--- src/rtl/ahb_mux_pkg.sv ---
// Shared encodings for the AHB-Lite slave response multiplexer.
// Transfer types, response codes and the data-phase FSM states.
package ahb_mux_pkg;

  localparam logic [1:0] HTRANS_IDLE   = 2'b00;
  localparam logic [1:0] HTRANS_BUSY   = 2'b01;
  localparam logic [1:0] HTRANS_NONSEQ = 2'b10;
  localparam logic [1:0] HTRANS_SEQ    = 2'b11;

  localparam logic HRESP_OKAY  = 1'b0;
  localparam logic HRESP_ERROR = 1'b1;

  typedef enum logic [1:0] {
    NORM = 2'b00,
    ERR1 = 2'b01,
    ERR2 = 2'b10
  } state_t;

endpackage

--- src/rtl/ahb_mux_onehot_enc.sv ---
// One-hot select to index encoder with exactly-one and multi-hit flags.
// Purely combinational.
module ahb_mux_onehot_enc #(
  parameter int NUM_SLAVES = 8,
  parameter int IW = (NUM_SLAVES > 1) ? $clog2(NUM_SLAVES) : 1
) (
  input  logic [NUM_SLAVES-1:0] i_sel,
  output logic [IW-1:0]         o_idx,
  output logic                  o_valid,
  output logic                  o_multi
);

  logic w_any;
  logic w_single;

  assign w_any    = |i_sel;
  assign w_single = ((i_sel & (i_sel - 1'b1)) == '0);
  assign o_valid  = w_any & w_single;
  assign o_multi  = w_any & ~w_single;

  always_comb begin
    o_idx = '0;
    for (int i = 0; i < NUM_SLAVES; i++) begin
      if (i_sel[i]) o_idx = IW'(i);
    end
  end

endmodule

--- src/rtl/ahb_slave_mux.sv ---
// AHB-Lite slave response mux with default error slave and stall watchdog.
// Outputs depend only on registered select/state and slave responses.
import ahb_mux_pkg::*;

module ahb_slave_mux #(
  parameter int NUM_SLAVES     = 8,
  parameter int DATA_WIDTH     = 32,
  parameter int TIMEOUT_CYCLES = 256,
  parameter int IW = (NUM_SLAVES > 1) ? $clog2(NUM_SLAVES) : 1
) (
  input  logic                             HCLK,
  input  logic                             HRESETn,
  input  logic [NUM_SLAVES-1:0]            HSEL,
  input  logic [1:0]                       HTRANS,
  input  logic [NUM_SLAVES*DATA_WIDTH-1:0] HRDATA_S,
  input  logic [NUM_SLAVES-1:0]            HREADYOUT_S,
  input  logic [NUM_SLAVES-1:0]            HRESP_S,
  input  logic                             TIMEOUT_CLR,
  output logic                             HREADY,
  output logic [DATA_WIDTH-1:0]            HRDATA,
  output logic                             HRESP,
  output logic                             TIMEOUT_FLAG,
  output logic [IW-1:0]                    TIMEOUT_IDX
);

  localparam int CW0 = $clog2(TIMEOUT_CYCLES + 1);
  localparam int CW  = (CW0 > 0) ? CW0 : 1;
  localparam logic [CW-1:0] CNT_MAX  = '1;
  localparam logic [CW-1:0] CNT_LAST =
    CW'((TIMEOUT_CYCLES > 0) ? TIMEOUT_CYCLES - 1 : 0);

  logic            w_valid;
  logic            w_multi;
  logic [IW-1:0]   w_idx;
  logic            w_cap;
  logic            w_cap_err;
  logic            w_timeout;
  logic            w_s_ready;
  logic            w_s_resp;
  logic [DATA_WIDTH-1:0] w_s_data;

  state_t          r_state;
  state_t          w_next;
  logic            r_sel_valid;
  logic [IW-1:0]   r_sel_idx;
  logic            r_act;
  logic [CW-1:0]   r_stall_cnt;

  ahb_mux_onehot_enc #(
    .NUM_SLAVES(NUM_SLAVES),
    .IW        (IW)
  ) u_enc (
    .i_sel  (HSEL),
    .o_idx  (w_idx),
    .o_valid(w_valid),
    .o_multi(w_multi)
  );

  assign w_cap     = HREADY;
  assign w_cap_err = HTRANS[1] & (w_multi | ~|HSEL);

  assign w_s_ready = HREADYOUT_S[r_sel_idx];
  assign w_s_resp  = HRESP_S[r_sel_idx];
  assign w_s_data  = HRDATA_S[r_sel_idx*DATA_WIDTH +: DATA_WIDTH];

  assign w_timeout = (TIMEOUT_CYCLES != 0) && (r_state == NORM) &&
                     r_sel_valid && !w_s_ready &&
                     (r_stall_cnt == CNT_LAST);

  always_ff @(posedge HCLK or negedge HRESETn) begin
    if (!HRESETn) begin
      r_sel_valid <= 1'b0;
      r_sel_idx   <= '0;
      r_act       <= 1'b0;
    end else if (w_cap) begin
      r_sel_valid <= w_valid;
      r_sel_idx   <= w_valid ? w_idx : '0;
      r_act       <= HTRANS[1];
    end
  end

  // Saturating stall counter; only runs while a real slave holds the bus.
  always_ff @(posedge HCLK or negedge HRESETn) begin
    if (!HRESETn) begin
      r_stall_cnt <= '0;
    end else if ((r_state == NORM) && r_sel_valid && !w_s_ready &&
                 !w_timeout) begin
      if (r_stall_cnt != CNT_MAX) r_stall_cnt <= r_stall_cnt + 1'b1;
    end else begin
      r_stall_cnt <= '0;
    end
  end

  always_ff @(posedge HCLK or negedge HRESETn) begin
    if (!HRESETn) begin
      TIMEOUT_FLAG <= 1'b0;
      TIMEOUT_IDX  <= '0;
    end else if (w_timeout) begin
      TIMEOUT_FLAG <= 1'b1;
      TIMEOUT_IDX  <= r_sel_idx;
    end else if (TIMEOUT_CLR) begin
      TIMEOUT_FLAG <= 1'b0;
    end
  end

  always_ff @(posedge HCLK or negedge HRESETn) begin
    if (!HRESETn) r_state <= NORM;
    else          r_state <= w_next;
  end

  always_comb begin
    w_next = r_state;
    unique case (r_state)
      NORM: begin
        if (w_timeout)              w_next = ERR1;
        else if (w_cap && w_cap_err) w_next = ERR1;
      end
      ERR1:    w_next = ERR2;
      ERR2:    w_next = w_cap_err ? ERR1 : NORM;
      default: w_next = NORM;
    endcase
  end

  always_comb begin
    HREADY = 1'b1;
    HRESP  = HRESP_OKAY;
    HRDATA = '0;
    unique case (r_state)
      NORM: begin
        if (r_sel_valid) begin
          HREADY = w_s_ready;
          HRESP  = w_s_resp;
          HRDATA = w_s_data;
        end else if (r_act) begin
          HRESP  = HRESP_ERROR;
        end
      end
      ERR1: begin
        HREADY = 1'b0;
        HRESP  = HRESP_ERROR;
      end
      ERR2:    HRESP = HRESP_ERROR;
      default: ;
    endcase
  end

endmodule

--- config.mk ---
export PLATFORM = sky130hd
export DESIGN_NAME = ahb_slave_mux
export DESIGN_NICKNAME = d
export VERILOG_FILES = /design/src/rtl/ahb_mux_pkg.sv /design/src/rtl/ahb_mux_onehot_enc.sv /design/src/rtl/ahb_slave_mux.sv
export SDC_FILE = /design/constraint.sdc
export NUM_CORES = 1
export LEC_CHECK = 0
export BUFFER_PORTS_ARGS = -buffer_cell sky130_fd_sc_hd__buf_2
export CORE_AREA = 2 2 124 126
export DETAILED_ROUTE_END_ITERATION = 8
export DIE_AREA = 0 0 126 128
export PLACE_DENSITY = 0.53
export SLEW_MARGIN = 20
export SYNTH_ARGS = -nofsm -noshare
export SYNTH_HDL_FRONTEND = slang
export SYNTH_SLANG_ARGS = --single-unit
--- constraint.sdc ---
create_clock -name HCLK -period 2.1 [get_ports HCLK]
set_clock_uncertainty 0.2 [all_clocks]
set_input_delay 0.21 -clock HCLK [delete_from_list [all_inputs] [get_ports HCLK]]
set_output_delay 0.21 -clock HCLK [all_outputs]
set_load 0.01 [all_outputs]
-- After elaboration in Yosys (flattened, before gate mapping)
Cells that the tools add are included.
- register bits: 20
- input port bits: 285
- output and inout port bits: 38
- word-level logic and storage cells: 63
- add/sub/neg operators: 2
- $lt $le $gt $ge: 1
- eq/ne operators: 6
- shift operators: 1
- multiplexer cells: 27
- bitwise operators: 6
- reduce and logical (&&, ||, !) cells: 13
- operators with widths (kind ; count):
    256-bit by 9-bit variable part select with 32-bit output ; 1
    32-bit 2-to-1 mux ; 2
    9-bit 2-to-1 mux ; 2
    3-bit 2-to-1 mux ; 5
    9-bit by 1-bit adder with 9-bit output (second input constant) ; 1
    9-bit by 8-bit == test with 1-bit output (second input constant) ; 1
    1-bit 2-to-1 mux ; 9
    9-bit inequality test (second input constant) ; 1
    8-bit bitwise AND ; 1
    8-bit zero test ; 1
    2-bit 2-to-1 mux ; 4
    8-bit OR reduction ; 1
    8-bit by 1-bit subtractor with 8-bit output (second input constant) ; 1
    1-bit binary-select mux with 3-bit select ; 2
    2-bit one-hot mux with 3 select lines ; 1
    1-bit logical AND ; 5
    3-bit by 4-bit less-than comparator with 1-bit output (second input constant) ; 1
    1-bit one-hot mux with 2 select lines ; 2
    1-bit bitwise AND ; 3
    1-bit zero test ; 3
    3-bit by 2-bit inequality test with 1-bit output (second input constant) ; 1
    2-bit by 1-bit == test with 1-bit output (second input constant) ; 1
    2-bit == test (second input constant) ; 1
    2-bit zero test ; 1
    5 further kinds ; 5

-- Longest topological paths before layout
Gate-level depths: netlist of the first run.
- depth after elaboration: 11
- depth in mapped cells: 9
- mapped depth without buffers: 8

-- Cells and area by module
Synthesis of the first run repeated with hierarchy kept, for this count alone.
- cells, all modules: 325
- area total of the unflattened synthesis: 3284.4 µm²
- modules (own cells, without submodules) (module ; times used ; cells an instance ; area an instance (µm²) ; sequential area each (µm²)):
    ahb_slave_mux ; 1 ; 293 ; 3103.0 ; 500.5
    ahb_mux_onehot_enc ; 1 ; 32 ; 181.4 ; 0.0

-- Worst setup path after synthesis of the first run
No wires, ideal clock.
- kind: register to output
- from: register r_sel_idx[0]
- to: output port HRDATA[14]
- arrival: 1.734 ns
- required time: 1.690 ns
- path slack: -0.044 ns
- cell stages (with the launch flop): 7
- path buffers: 3
- cells stage by stage: dfrtp_1 -> buf_4 -> buf_2 -> buf_2 -> mux4_2 -> mux2i_1 -> nor2_1
- cells in the longest elaborated chain, start to end: 3
- ends and longest elaborated chain (what ; line ; source):
    start: declaration ; ahb_slave_mux.sv:45 ; logic [IW-1:0] r_sel_idx;
    start signal: assignment ; ahb_slave_mux.sv:77 ; r_sel_idx <= w_valid ? w_idx : '0;
    256-bit by 9-bit variable part select with 32-bit output ; ahb_slave_mux.sv:64 ; assign w_s_data = HRDATA_S[r_sel_idx*DATA_WIDTH +: DATA_WIDTH];
    32-bit 2-to-1 mux ; ahb_slave_mux.sv:130 ; if (r_sel_valid) begin
    32-bit 2-to-1 mux ; ahb_slave_mux.sv:128 ; unique case (r_state)
    end: declaration ; ahb_slave_mux.sv:20 ; output logic [DATA_WIDTH-1:0] HRDATA,
No other way between the ends.

-- Final worst setup path of the first run
- from: register r_sel_idx[0]
- to: output port HRESP
- cells in the longest elaborated chain, start to end: 4
- ends and longest elaborated chain (what ; line ; source):
    1-bit binary-select mux with 3-bit select ; ahb_slave_mux.sv:63 ; assign w_s_resp = HRESP_S[r_sel_idx];
    1-bit 2-to-1 mux (implied by the code) ; ahb_slave_mux.sv:63 ;
    1-bit 2-to-1 mux ; ahb_slave_mux.sv:130 ;
    1-bit one-hot mux with 2 select lines ; ahb_slave_mux.sv:128 ;
    end: declaration ; ahb_slave_mux.sv:21 ; output logic HRESP,
No other way between the ends. The select of a mux whose other input is x is not followed.

==> metrics.yaml, run 1 <==
route:
  drt_drc_violations_left: 0
  detail_route.iter0.violations: 169
  drt_pre_antenna_iters: 6
  route.detailed.vias_per_inst: 4.80
  routed_wire_length_per_instance_um: 20.0
  via_count: 3892
  drt-total-wl_um: 16200
  detail-route-antenna-nets: 0
placement:
  pre_cts_slack_ps: -159
  gpl.final_weighted_congestion: 0.857
  dp.final_hpwl_um: 14200
  port_buffers: 321
  dp.cells: 786
final_layout:
  layout.core_utilization_pct: 37.7
  nets: 906
  finalNonFillerCells: 810
  area_delta_synth_final_pct: 71.6
  share_of_cells_above_drive_strength_1_pct: 73.1
  final_layout_fill_cell_count: 1562
sta:
  final.setup.worst_slack_ps: -300
  period_minus_slack_ps: 2400
  final-hold-violation-count: 0
  grt_setup_unrepaired: "true"
  timing_worst_slew_pin_value_ps: 453
  remaining_max_slew_budget_at_the_tightest_pin_pct: 69.8
  fmaxAchievable_mhz: 417
  post_route_setup_tns_ps: -9680
  worst_hold_slack_across_all_endpoints_ps: 34.1
  min_period_over_period_pct: 114
  setup_viol: 53
  final_max_slew_viol_count: 0
global_route:
  grt_overflow_total: 0
  grt.total_usage_pct: 18.8
  number_of_global_route_vias_before_repair: 3951
  grt_start_max_net_pins: 55
  antenna_found_initial: 19
  global_route_wire_length_before_repair_um: 23000
pwr:
  total_leakage_power_nw: 2.60
  p_per_cell_area_nw_per_um2: 353
  clock_share_of_power_pct: 20.4
  switchingPower_mw: 0.647
  net_switching_fraction_of_the_power_pct: 32.7
  power_report.internal_total_mw: 1.33
  worst_ir_drop_vdd_mv: 0.419
  power.share.sequential_pct: 22.8
  combinationalPowerShare_pct: 56.8
floorplan:
  dieHeight_um: 128
  site_row_count: 45
  floorplan.initialDensity_pct: 22.0
  pin_count: 323
  die_width_um: 126
  die_area_um2: 16100
  fp.coreArea_um2: 14900
clock_tree:
  worst_skew_pair.late_latency_ps: 250
  clock_tree_from_tritoncts: "done"
  cts.sink_count: 20
  clkTransAtPathRegs_ps: 60
  h-tree-depth: 1
  cts_made_buffers: 3
  cts_max_path_buffers: 2
  cts_root_buffer: "sky130_fd_sc_hd__clkbuf_16"
logic_synthesis:
  synth.cell_area_um2: 3270
  synth_largest_type_area_fraction_pct: 46.9
  synth.top_cells.by_count: "sky130_fd_sc_hd__mux4_2 (68), sky130_fd_sc_hd__nor2_1 (50), sky130_fd_sc_hd__mux2i_1 (35)"
  synth.net_count: 565
  synth_enable_flop_cells: 0
  yosys_register_bits: 20
  postSynth.asyncResetShare_pct: 100
  synth_warnings: 0
  synthDominantAreaCellType: "sky130_fd_sc_hd__mux4_2"
  post_synth_inst_count: 273
  postSynthAreaPerCell_um2: 12.0
  yosys.cell_types.count: 37
  synth_top_cells_by_area: "sky130_fd_sc_hd__mux4_2 (47%), sky130_fd_sc_hd__dfrtp_1 (15%), sky130_fd_sc_hd__mux2i_1 (11%), sky130_fd_sc_hd__nor2_1 (5.7%), sky130_fd_sc_hd__ha_1 (2.7%)"
  yosys.cell_count.top_type: "sky130_fd_sc_hd__mux4_2"
  synth.yosys.seq_area_share_pct: 15.3
  dominantRegCellSynth: "sky130_fd_sc_hd__dfrtp_1"
run_status:
  run_status: "complete, but fails checks"
  failed_checks: "negative setup slack"
setup_path:
  rr_worst_depth: 6
  critical_path.endpoint: "HRESP"
  setup_crit_end_kind: "output port"
  timing.critical_path.fanout_max: 6
  rrSetupSlack_ps: -240
  timing.setup.critical_path_class: "reg -> out"
  reg2reg_from: "r_sel_idx[0]"
  cp_data_arrival_time_ps: 1990
  timing.rr.end: "r_state[1]"
  crit_path_start_kind: "flop"
  critical_path.startpoint: "r_sel_idx[0]"
  cp_data_required_time_ps: 1690
min_path:
  hold_path_depth: 2
  hp-class: "in -> reg"
job:
  maxCapViolCount: 0
[worst min-delay path by stage]
stage	end	startpoint	slack (ps)
floorplan	TIMEOUT_FLAG	HRESETn	-290
global placement	r_act	HRESETn	-8
detailed placement	r_state[1]	HRESETn	-10
CTS	r_act	HTRANS[1]	30
global route	r_act	HTRANS[1]	30
finish	r_act	HTRANS[1]	30
[final cells by class]
type / instances / area [um2] / share of cell area [%]
multi-input combinational: 220 / 2670 / 47.6
timing repair buffer: 361 / 2060 / 36.8
sequential: 20 / 509 / 9.08
tap: 188 / 235 / 4.19
clock buffer: 4 / 78.8 / 1.41
inverter: 8 / 30.0 / 0.535
antenna: 9 / 22.5 / 0.402
[metrics by stage]
step | total power [mW] | instance area, um2
floorplan | 1.04 | 3280
global route | 2.10 | 5590
CTS | 1.98 | 5510
global placement | 1.48 | 5250
detailed placement | 1.51 | 5250
finish | 1.98 | 5610
[logic make-up (layout without fill, tap and decap cells)]
group	after synthesis	count (layout)	share of synthesized area, %
fa+ha+maj	7	7	2.68
mux	111	111	61.1
other cells	0	9	0
flops	20	20	15.3
xor+xnor	7	7	1.88
compound gates	22	22	4.56
simple gates	73	73	9.99
buf+inv	33	373	4.44
[placed cells by master, fill, tap and decap left out, types with 4 or more instances in the layout]
cell type	instances
sky130_fd_sc_hd__ha_1	7
sky130_fd_sc_hd__inv_1	8
sky130_fd_sc_hd__mux2_4	4
sky130_fd_sc_hd__nand2_1	5
sky130_fd_sc_hd__nor2b_1	4
sky130_fd_sc_hd__xor2_1	4
sky130_fd_sc_hd__mux4_2	68
sky130_fd_sc_hd__a21oi_1	6
sky130_fd_sc_hd__diode_2	9
sky130_fd_sc_hd__mux2i_1	33
sky130_fd_sc_hd__dfrtp_1	17
sky130_fd_sc_hd__buf_4	25
sky130_fd_sc_hd__buf_2	321
sky130_fd_sc_hd__nor2_1	48
sky130_fd_sc_hd__buf_12	7
[what timing repair did]
item	CTS	global route
pin swaps	2	2
gates cloned	2	0
setup endpoints to repair	44	54
hold buffers	2	0
gates resized for setup	19	14
setup buffers	5	3
hold endpoints to repair	21	0
[power groups by stage]
stage | clock [mW] | combinational (mW) | sequential (mW)
2_1_floorplan | 0 | 0.602 | 0.441
3_3_place_gp | 0 | 1.02 | 0.457
3_5_place_dp | 0 | 1.05 | 0.459
4_1_cts | 0.410 | 1.12 | 0.452
5_1_grt | 0.433 | 1.21 | 0.457
6_report | 0.403 | 1.12 | 0.452
[routing by layer]
layer | routed length, um | global-route usage (%) | up-vias
met5 | 84 | 0 | -
li1 | - | - | 1784
met1 | 6290 | 22.9 | 1882
met3 | 1940 | 9.35 | 26
met4 | 156 | 2.65 | 14
met2 | 7730 | 30.7 | 186
[sequential cells by signal, summed over array words and instances, names as in the netlist]
register / flops
r_stall_cnt: 9
TIMEOUT_IDX: 3
r_sel_idx: 3
r_state: 2
TIMEOUT_FLAG: 1
r_act: 1
r_sel_valid: 1
[critical path: stages, from the launching register on]
cell	delay, ps
sky130_fd_sc_hd__dfrtp_4	540
sky130_fd_sc_hd__buf_12	150
sky130_fd_sc_hd__mux4_2	440
sky130_fd_sc_hd__mux2i_4	200
sky130_fd_sc_hd__a21oi_2	70
sky130_fd_sc_hd__a21oi_1	130
sky130_fd_sc_hd__nor2_1	60
sky130_fd_sc_hd__buf_2	130
Power figures use the tool's default switching activity.
==> run 2, diff against run 1 <==
--- a/config.mk
+++ b/config.mk
@@ -13,4 +13,5 @@
 export SLEW_MARGIN = 20
 export SYNTH_ARGS = -nofsm -noshare
 export SYNTH_HDL_FRONTEND = slang
+export SYNTH_HIERARCHICAL = 1
 export SYNTH_SLANG_ARGS = --single-unit
==> run 2 against run 1 <==
- the run still ends with negative setup slack left
- non-clock buffer count grew 7
- via count increased by 6.9%
- setup slack improved by 73 ps
- sequential power is 3% lower
- synthesized area increased by 0.50%
- clock-buffer cell count is 1 lower
- worst hold slack gained 4.3 ps
- utilization is 1.4 points higher
- sequential share of layout area is 0.38 points lower
- synthesized cell count is 19% higher
- fmax grew 3.1%
- register-to-register slack hardly changed
- critical path type is now reg -> reg
- critical endpoint is now r_state[1]
- largest cell class unchanged
==> metrics.yaml, run 2 <==
final_layout:
  layout.core_utilization_pct: 39.2  # +1.4 points
  biggestRegsByFlops: "r_stall_cnt: 9 flops, TIMEOUT_IDX: 3 flops, r_sel_idx: 3 flops"
  area_delta_synth_final_pct: 77.3
  max_flop_register: "r_stall_cnt"
  final_instance_area_um2: 5820  # +3.8%
  leading_cell_type_in_the_layout_fill_and_taps_excluded: "sky130_fd_sc_hd__buf_2"
  final_layout_fill_cell_count: 1510  # -3.3%
  final-seq-area_um2: 507  # -0.49%
  share_of_cells_above_drive_strength_1_pct: 71.2  # -1.9 points
  largest_reg_flops: 9  # unchanged
  antennaDiodeCount: 0  # -9
  multiInputGateArea_um2: 2750  # +3.0%
  most_frequent_cells_in_the_layout: "sky130_fd_sc_hd__buf_2 (321), sky130_fd_sc_hd__mux4_2 (67), sky130_fd_sc_hd__nand2_1 (62)"
  nets: 962  # +6.2%
sta:
  final.setup.worst_slack_ps: -228  # +72.6 ps
  period_minus_slack_ps: 2330  # -72.6 ps
  grt_setup_unrepaired: "true"
  min_period_over_period_pct: 111  # -3.5 points
  setup_viol: 53  # unchanged
  final-hold-violation-count: 0  # unchanged
  final_max_slew_viol_count: 0  # unchanged
  post_route_setup_tns_ps: -7160  # +2520 ps
  worst_hold_slack_across_all_endpoints_ps: 38.5  # +4.33 ps
  timing_worst_slew_pin_value_ps: 468  # +15.2 ps
  remaining_max_slew_budget_at_the_tightest_pin_pct: 68.8  # -1.0 points
  fmaxAchievable_mhz: 430  # +3.1%
floorplan:
  floorplan.initialDensity_pct: 22.1  # +0.11 points
  pin_count: 323  # unchanged
  site_row_count: 45  # unchanged
  die_width_um: 126  # unchanged
  fp.coreArea_um2: 14900  # unchanged
  dieHeight_um: 128  # unchanged
  die_area_um2: 16100  # unchanged
logic_synthesis:
  synth_warnings: 6  # +6
  synth_top_cells_by_area: "sky130_fd_sc_hd__mux4_2 (46%), sky130_fd_sc_hd__dfrtp_1 (15%), sky130_fd_sc_hd__nand2_1 (8.7%), sky130_fd_sc_hd__a21oi_1 (6.1%), sky130_fd_sc_hd__ha_1 (2.7%)"
  postSynth.asyncResetShare_pct: 100  # unchanged
  yosys.cell_count.top_type: "sky130_fd_sc_hd__nand2_1"
  synth.cell_area_um2: 3280  # +0.50%
  synth_largest_type_area_fraction_pct: 45.9  # -0.92 points
  synth_enable_flop_cells: 0  # unchanged
  yosys.cell_types.count: 41  # +11%
  postSynthAreaPerCell_um2: 10.1  # -16%
  synth.top_cells.by_count: "sky130_fd_sc_hd__nand2_1 (76), sky130_fd_sc_hd__mux4_2 (67), sky130_fd_sc_hd__a21oi_1 (40)"
  synthDominantAreaCellType: "sky130_fd_sc_hd__mux4_2"
  synth.yosys.seq_area_share_pct: 15.2  # -0.076 points
  post_synth_inst_count: 325  # +19%
  dominantRegCellSynth: "sky130_fd_sc_hd__dfrtp_1"
  synth.net_count: 617  # +9.2%
  yosys_register_bits: 20  # unchanged
global_route:
  grt_overflow_total: 0  # unchanged
  global_route_wire_length_before_repair_um: 23100  # +0.60%
  grt_start_max_net_pins: 36  # -35%
  grt.total_usage_pct: 18.0  # -0.79 points
  antenna_found_initial: 2  # -17
  number_of_global_route_vias_before_repair: 4454  # +13%
clock_tree:
  cts.sink_count: 20  # unchanged
  clkTransAtPathRegs_ps: 60  # about the same
  cts_max_path_buffers: 2  # unchanged
  h-tree-depth: 1  # unchanged
  cts_made_buffers: 3  # unchanged
  clock_tree_from_tritoncts: "done"
  worst_skew_pair.late_latency_ps: 250  # about the same
  cts_root_buffer: "sky130_fd_sc_hd__clkbuf_16"
setup_path:
  setup_crit_end_kind: "flop"
  timing.setup.critical_path_class: "reg -> reg"
  cp_data_arrival_time_ps: 2260  # +270 ps
  timing.critical_path.fanout_max: 3  # -3
  critPathSlowestCell: "sky130_fd_sc_hd__mux4_2"
  crit_path_start_kind: "flop"
  cp_top_family: "multiplexers"
  crit_path_max_incr_delay_ps: 520  # -20 ps
  buf_inv_on_cp: 0  # -2
  cp_data_required_time_ps: 2040  # +350 ps
  crit_chain: "mux4_2 > a21oi_2 > or4b_4 > o31ai_4 > mux2_4"
min_path:
  hp-class: "in -> reg"
pwr:
  worst_ir_drop_vdd_mv: 0.429  # +2.4%
  total_leakage_power_nw: 2.77  # +6.6%
  p_per_cell_area_nw_per_um2: 384  # +8.9%
  power.total_mw: 2.24  # +13%
route:
  drt-total-wl_um: 15600  # -3.9%
  routed_wire_length_per_instance_um: 18.2  # -9.2%
  route.detailed.vias_per_inst: 4.85  # +1.0%
  via_count: 4159  # +6.9%
  drt_drc_violations_left: 0  # unchanged
  detail-route-antenna-nets: 0  # unchanged
  drt_pre_antenna_iters: 4  # -2
  detail_route.iter0.violations: 189  # +12%
run_status:
  run_status: "complete, but fails checks"
  failed_checks: "negative setup slack"
placement:
  dp.final_hpwl_um: 12300  # -13%
  gpl.final_weighted_congestion: 0.849  # -1.0%
  detailed_place.area_um2: 5290  # +0.86%
  port_buffers: 321  # unchanged
job:
  maxCapViolCount: 0  # unchanged
[run 2: per-layer routing]
metal  vias to the layer above  part of all wire, %  global-route usage [%]
li1                       1942                    -                       -
met1                      1986                   38                    22.0
met2                       209                   53                    33.4
met3                        18                  7.5                    3.17
met4                         4                  1.1                    3.04
met5                         -                 0.14                       0
[run 2: area by class of cell]
class / instances / area share, %
clock buffer: 3 / 1.29
clock inverter: 1 / 0.516
inverter: 9 / 0.580
multi-input combinational: 268 / 47.2
sequential: 20 / 8.70
tap: 188 / 4.04
timing repair buffer: 368 / 37.6
[run 2: cells by family after synthesis]
family | synth area share, %
compound gates | 10.2
xor+xnor | 1.60
fa+ha+maj | 2.67
buf+inv | 4.99
flops | 15.2
mux | 50.2
simple gates | 15.1
[run 2: power breakdown]
part           leakage [nW]  total, mW  internal [mW]  switching, mW
registers             0.268      0.439          0.417         0.0219
clock network        0.0511      0.529          0.378          0.151
logic                  2.45       1.27          0.745          0.523
total                  2.77       2.24           1.54          0.696
[run 2: stage by stage]
| stage | cells | setup slack (ps) |
|---|---|---|
| 3_3_place_gp | 837 | -208 |
| 3_5_place_dp | 837 | -222 |
| 2_1_floorplan | 325 | -269 |
| 5_1_grt | 857 | -290 |
| 4_1_cts | 856 | -230 |
| 6_report | 857 | -228 |
[run 2: final timing paths]
kind	start	to	slack (ps)	cells past startpoint
max	r_sel_idx[0]	r_state[1]	-230	5
min	HTRANS[1]	r_act	40	2
max reg2reg	r_sel_idx[0]	r_state[1]	-230	5
min reg2reg	TIMEOUT_IDX[0]	TIMEOUT_IDX[0]	310	1
max in group asynchronous	HRESETn	r_sel_idx[0]	1110	2
min in group asynchronous	HRESETn	r_sel_idx[0]	240	2
[run 2: what timing repair did]
| action | in CTS | in global routing |
|---|---|---|
| gates resized for setup | 33 | 21 |
| cloned | 5 | 2 |
| pin swaps | 2 | 0 |
| hold buffers | 2 | 0 |
| endpoints found under the setup margin | 50 | 53 |
| hold endpoints to repair | 21 | 0 |
| setup buffers | 8 | 0 |
==> run 3, diff against run 2 <==
--- a/config.mk
+++ b/config.mk
@@ -5,11 +5,11 @@
 export SDC_FILE = /design/constraint.sdc
 export NUM_CORES = 1
 export LEC_CHECK = 0
-export BUFFER_PORTS_ARGS = -buffer_cell sky130_fd_sc_hd__buf_2
-export CORE_AREA = 2 2 124 126
+export CORE_AREA = 2 2 125 127
 export DETAILED_ROUTE_END_ITERATION = 8
-export DIE_AREA = 0 0 126 128
-export PLACE_DENSITY = 0.53
+export DIE_AREA = 0 0 127 129
+export DONT_BUFFER_PORTS = 1
+export PLACE_DENSITY = 0.33
 export SLEW_MARGIN = 20
 export SYNTH_ARGS = -nofsm -noshare
 export SYNTH_HDL_FRONTEND = slang
==> run 3 against run 2 <==
- the flow still finishes with violations (negative setup slack)
- sequential cell count unchanged
- cell count shrank 34%
- sequential power hardly changed
- register-to-register slack lost 40 ps
- utilization fell by 8.6 points
- critical endpoint is now r_state[0]
- highest routed layer unchanged
==> metrics.yaml, run 3 (synthesized netlist as in run 2, its figures left out) <==
final_layout:
  nets: 661  # -31%
  layout.core_utilization_pct: 30.6  # -8.6 points
  final-seq-area_um2: 507  # unchanged
  share_of_cells_above_drive_strength_1_pct: 61.4  # -9.7 points
  leading_cell_type_in_the_layout_fill_and_taps_excluded: "sky130_fd_sc_hd__mux4_2"
  final_layout_fill_cell_count: 1606  # +6.4%
  max_flop_register: "r_stall_cnt"
  area_delta_synth_final_pct: 39.4
  most_frequent_cells_in_the_layout: "sky130_fd_sc_hd__mux4_2 (67), sky130_fd_sc_hd__buf_4 (46), sky130_fd_sc_hd__nand2_1 (45)"
  final_instance_area_um2: 4580  # -21%
  multiInputGateArea_um2: 2960  # +7.6%
  biggestRegsByFlops: "r_stall_cnt: 9 flops, TIMEOUT_IDX: 3 flops, r_sel_idx: 3 flops"
  largest_reg_flops: 9  # unchanged
setup_path:
  rr_worst_depth: 5  # unchanged
  crit_path_start_kind: "flop"
  cp_data_arrival_time_ps: 2310  # +50 ps
  cp_data_required_time_ps: 2040  # about the same
  rrSetupSlack_ps: -270  # -40 ps
  timing.setup.critical_path_class: "reg -> reg"
  setup_crit_end_kind: "flop"
  timing.critical_path.fanout_max: 3  # unchanged
pwr:
  net_switching_fraction_of_the_power_pct: 32.2  # +1.0 points
  p_per_cell_area_nw_per_um2: 437  # +14%
  total_leakage_power_nw: 1.55  # -44%
  power.share.sequential_pct: 22.0  # +2.4 points
  clock_share_of_power_pct: 26.7  # +3.0 points
  combinationalPowerShare_pct: 51.3  # -5.4 points
  worst_ir_drop_vdd_mv: 0.487  # +13%
  switchingPower_mw: 0.644  # -7.5%
  power_report.internal_total_mw: 1.36  # -12%
sta:
  final-hold-violation-count: 0  # unchanged
  grt_setup_unrepaired: "true"
  final.setup.worst_slack_ps: -266  # -38.3 ps
  timing_worst_slew_pin_value_ps: 493  # +24.9 ps
  setup_viol: 53  # unchanged
  post_route_setup_tns_ps: -7770  # -605 ps
  fmaxAchievable_mhz: 423  # -1.6%
  min_period_over_period_pct: 113  # +1.8 points
  remaining_max_slew_budget_at_the_tightest_pin_pct: 67.1  # -1.7 points
  period_minus_slack_ps: 2370  # +38.3 ps
  final_max_slew_viol_count: 0  # unchanged
floorplan:
  fp.coreArea_um2: 15000  # +0.76%
  die_width_um: 127  # +0.79%
  die_area_um2: 16400  # +1.6%
  pin_count: 323  # unchanged
  dieHeight_um: 129  # +0.78%
  site_row_count: 45  # unchanged
  floorplan.initialDensity_pct: 21.9  # -0.17 points
route:
  detail_route.iter0.violations: 164  # -13%
  detail-route-antenna-nets: 0  # unchanged
  drt_pre_antenna_iters: 4  # unchanged
  drt-total-wl_um: 15000  # -3.6%
  routed_wire_length_per_instance_um: 26.7  # +47%
  drt_drc_violations_left: 0  # unchanged
  route.detailed.vias_per_inst: 5.49  # +13%
  via_count: 3091  # -26%
placement:
  detailed_place.area_um2: 3800  # -28%
  dp.final_hpwl_um: 11300  # -8.0%
  pre_cts_slack_ps: -229  # -6.94 ps
  port_buffers: 0  # -100%
  gpl.final_weighted_congestion: 0.766  # -9.7%
global_route:
  grt.total_usage_pct: 16.0  # -1.9 points
  number_of_global_route_vias_before_repair: 3121  # -30%
  antenna_found_initial: 6  # +4
  grt_overflow_total: 0  # unchanged
  global_route_wire_length_before_repair_um: 19500  # -16%
  grt_start_max_net_pins: 43  # +19%
run_status:
  run_status: "complete, but fails checks"
  failed_checks: "negative setup slack"
clock_tree:
  cts_max_path_buffers: 2  # unchanged
  clock_tree_from_tritoncts: "done"
  clkTransAtPathRegs_ps: 60  # about the same
  cts_made_buffers: 3  # unchanged
  cts_root_buffer: "sky130_fd_sc_hd__clkbuf_16"
  worst_skew_pair.late_latency_ps: 250  # about the same
  h-tree-depth: 1  # unchanged
  cts.sink_count: 20  # unchanged
min_path:
  hp-class: "in -> reg"
  hold_path_depth: 3  # +1
job:
  maxCapViolCount: 0  # unchanged
-- run 3: layout make-up --
| cell class | count | share of cell area (%) |
|---|---|---|
| inverters | 9 | 0.738 |
| repair buffers | 67 | 15.7 |
| diodes | 7 | 0.383 |
| well taps | 188 | 5.14 |
| multi-input cells | 268 | 64.7 |
| flip-flops and latches | 20 | 11.1 |
| clock buffers | 3 | 1.64 |
| clock inverters | 1 | 0.656 |
-- run 3: critical path, stage by stage (launching register included) --
cell	delay [ps]
sky130_fd_sc_hd__dfrtp_4	440
sky130_fd_sc_hd__mux4_2	510
sky130_fd_sc_hd__a21oi_2	150
sky130_fd_sc_hd__or4b_4	530
sky130_fd_sc_hd__o31ai_4	100
sky130_fd_sc_hd__mux2_4	330
-- run 3: per-stage QoR --
step	instances	hold WS (ps)	total power [mW]
global route	557	60.1	2.11
finish	563	50.2	2.00
global placement	532	-285	1.29
detailed placement	532	-285	1.30
CTS	546	36.7	1.99
floorplan	325	-286	1.06
-- run 3: routing by layer --
metal  up-vias  wire length (um)  track usage (%)
met4         2                34            0.970
met3         4              1340             4.37
met5         -                13                0
met2       191              7600             28.3
li1       1350                 -                -
met1      1544              6020             20.7
-- run 3: path summary, 6_finish.rpt --
check                                  start      endpoint
min in group asynchronous            HRESETn    r_state[1]
worst max-delay path            r_sel_idx[0]    r_state[0]
max in group asynchronous            HRESETn  r_sel_idx[0]
worst min register to register         r_act         r_act
worst max register to register  r_sel_idx[0]    r_state[0]
worst min-delay path                 HSEL[6]  r_sel_idx[0]
-- run 3: timing repair --
action	4_1_cts	5_1_grt
resized for setup	59	52
buffers inserted	3	7
gates cloned	4	2
endpoints found under the setup margin	53	53
pin swaps	11	13
endpoints found under the hold margin	22	20
hold buffers	3	1
-- run 3: power groups by stage --
stage	Combinational [mW]	Clock (mW)	Sequential, mW
after floorplan	0.616	0	0.442
after global placement	0.848	0	0.444
after detailed placement	0.853	0	0.445
after CTS	1.00	0.545	0.440
after global routing	1.11	0.563	0.444
final	1.03	0.534	0.441
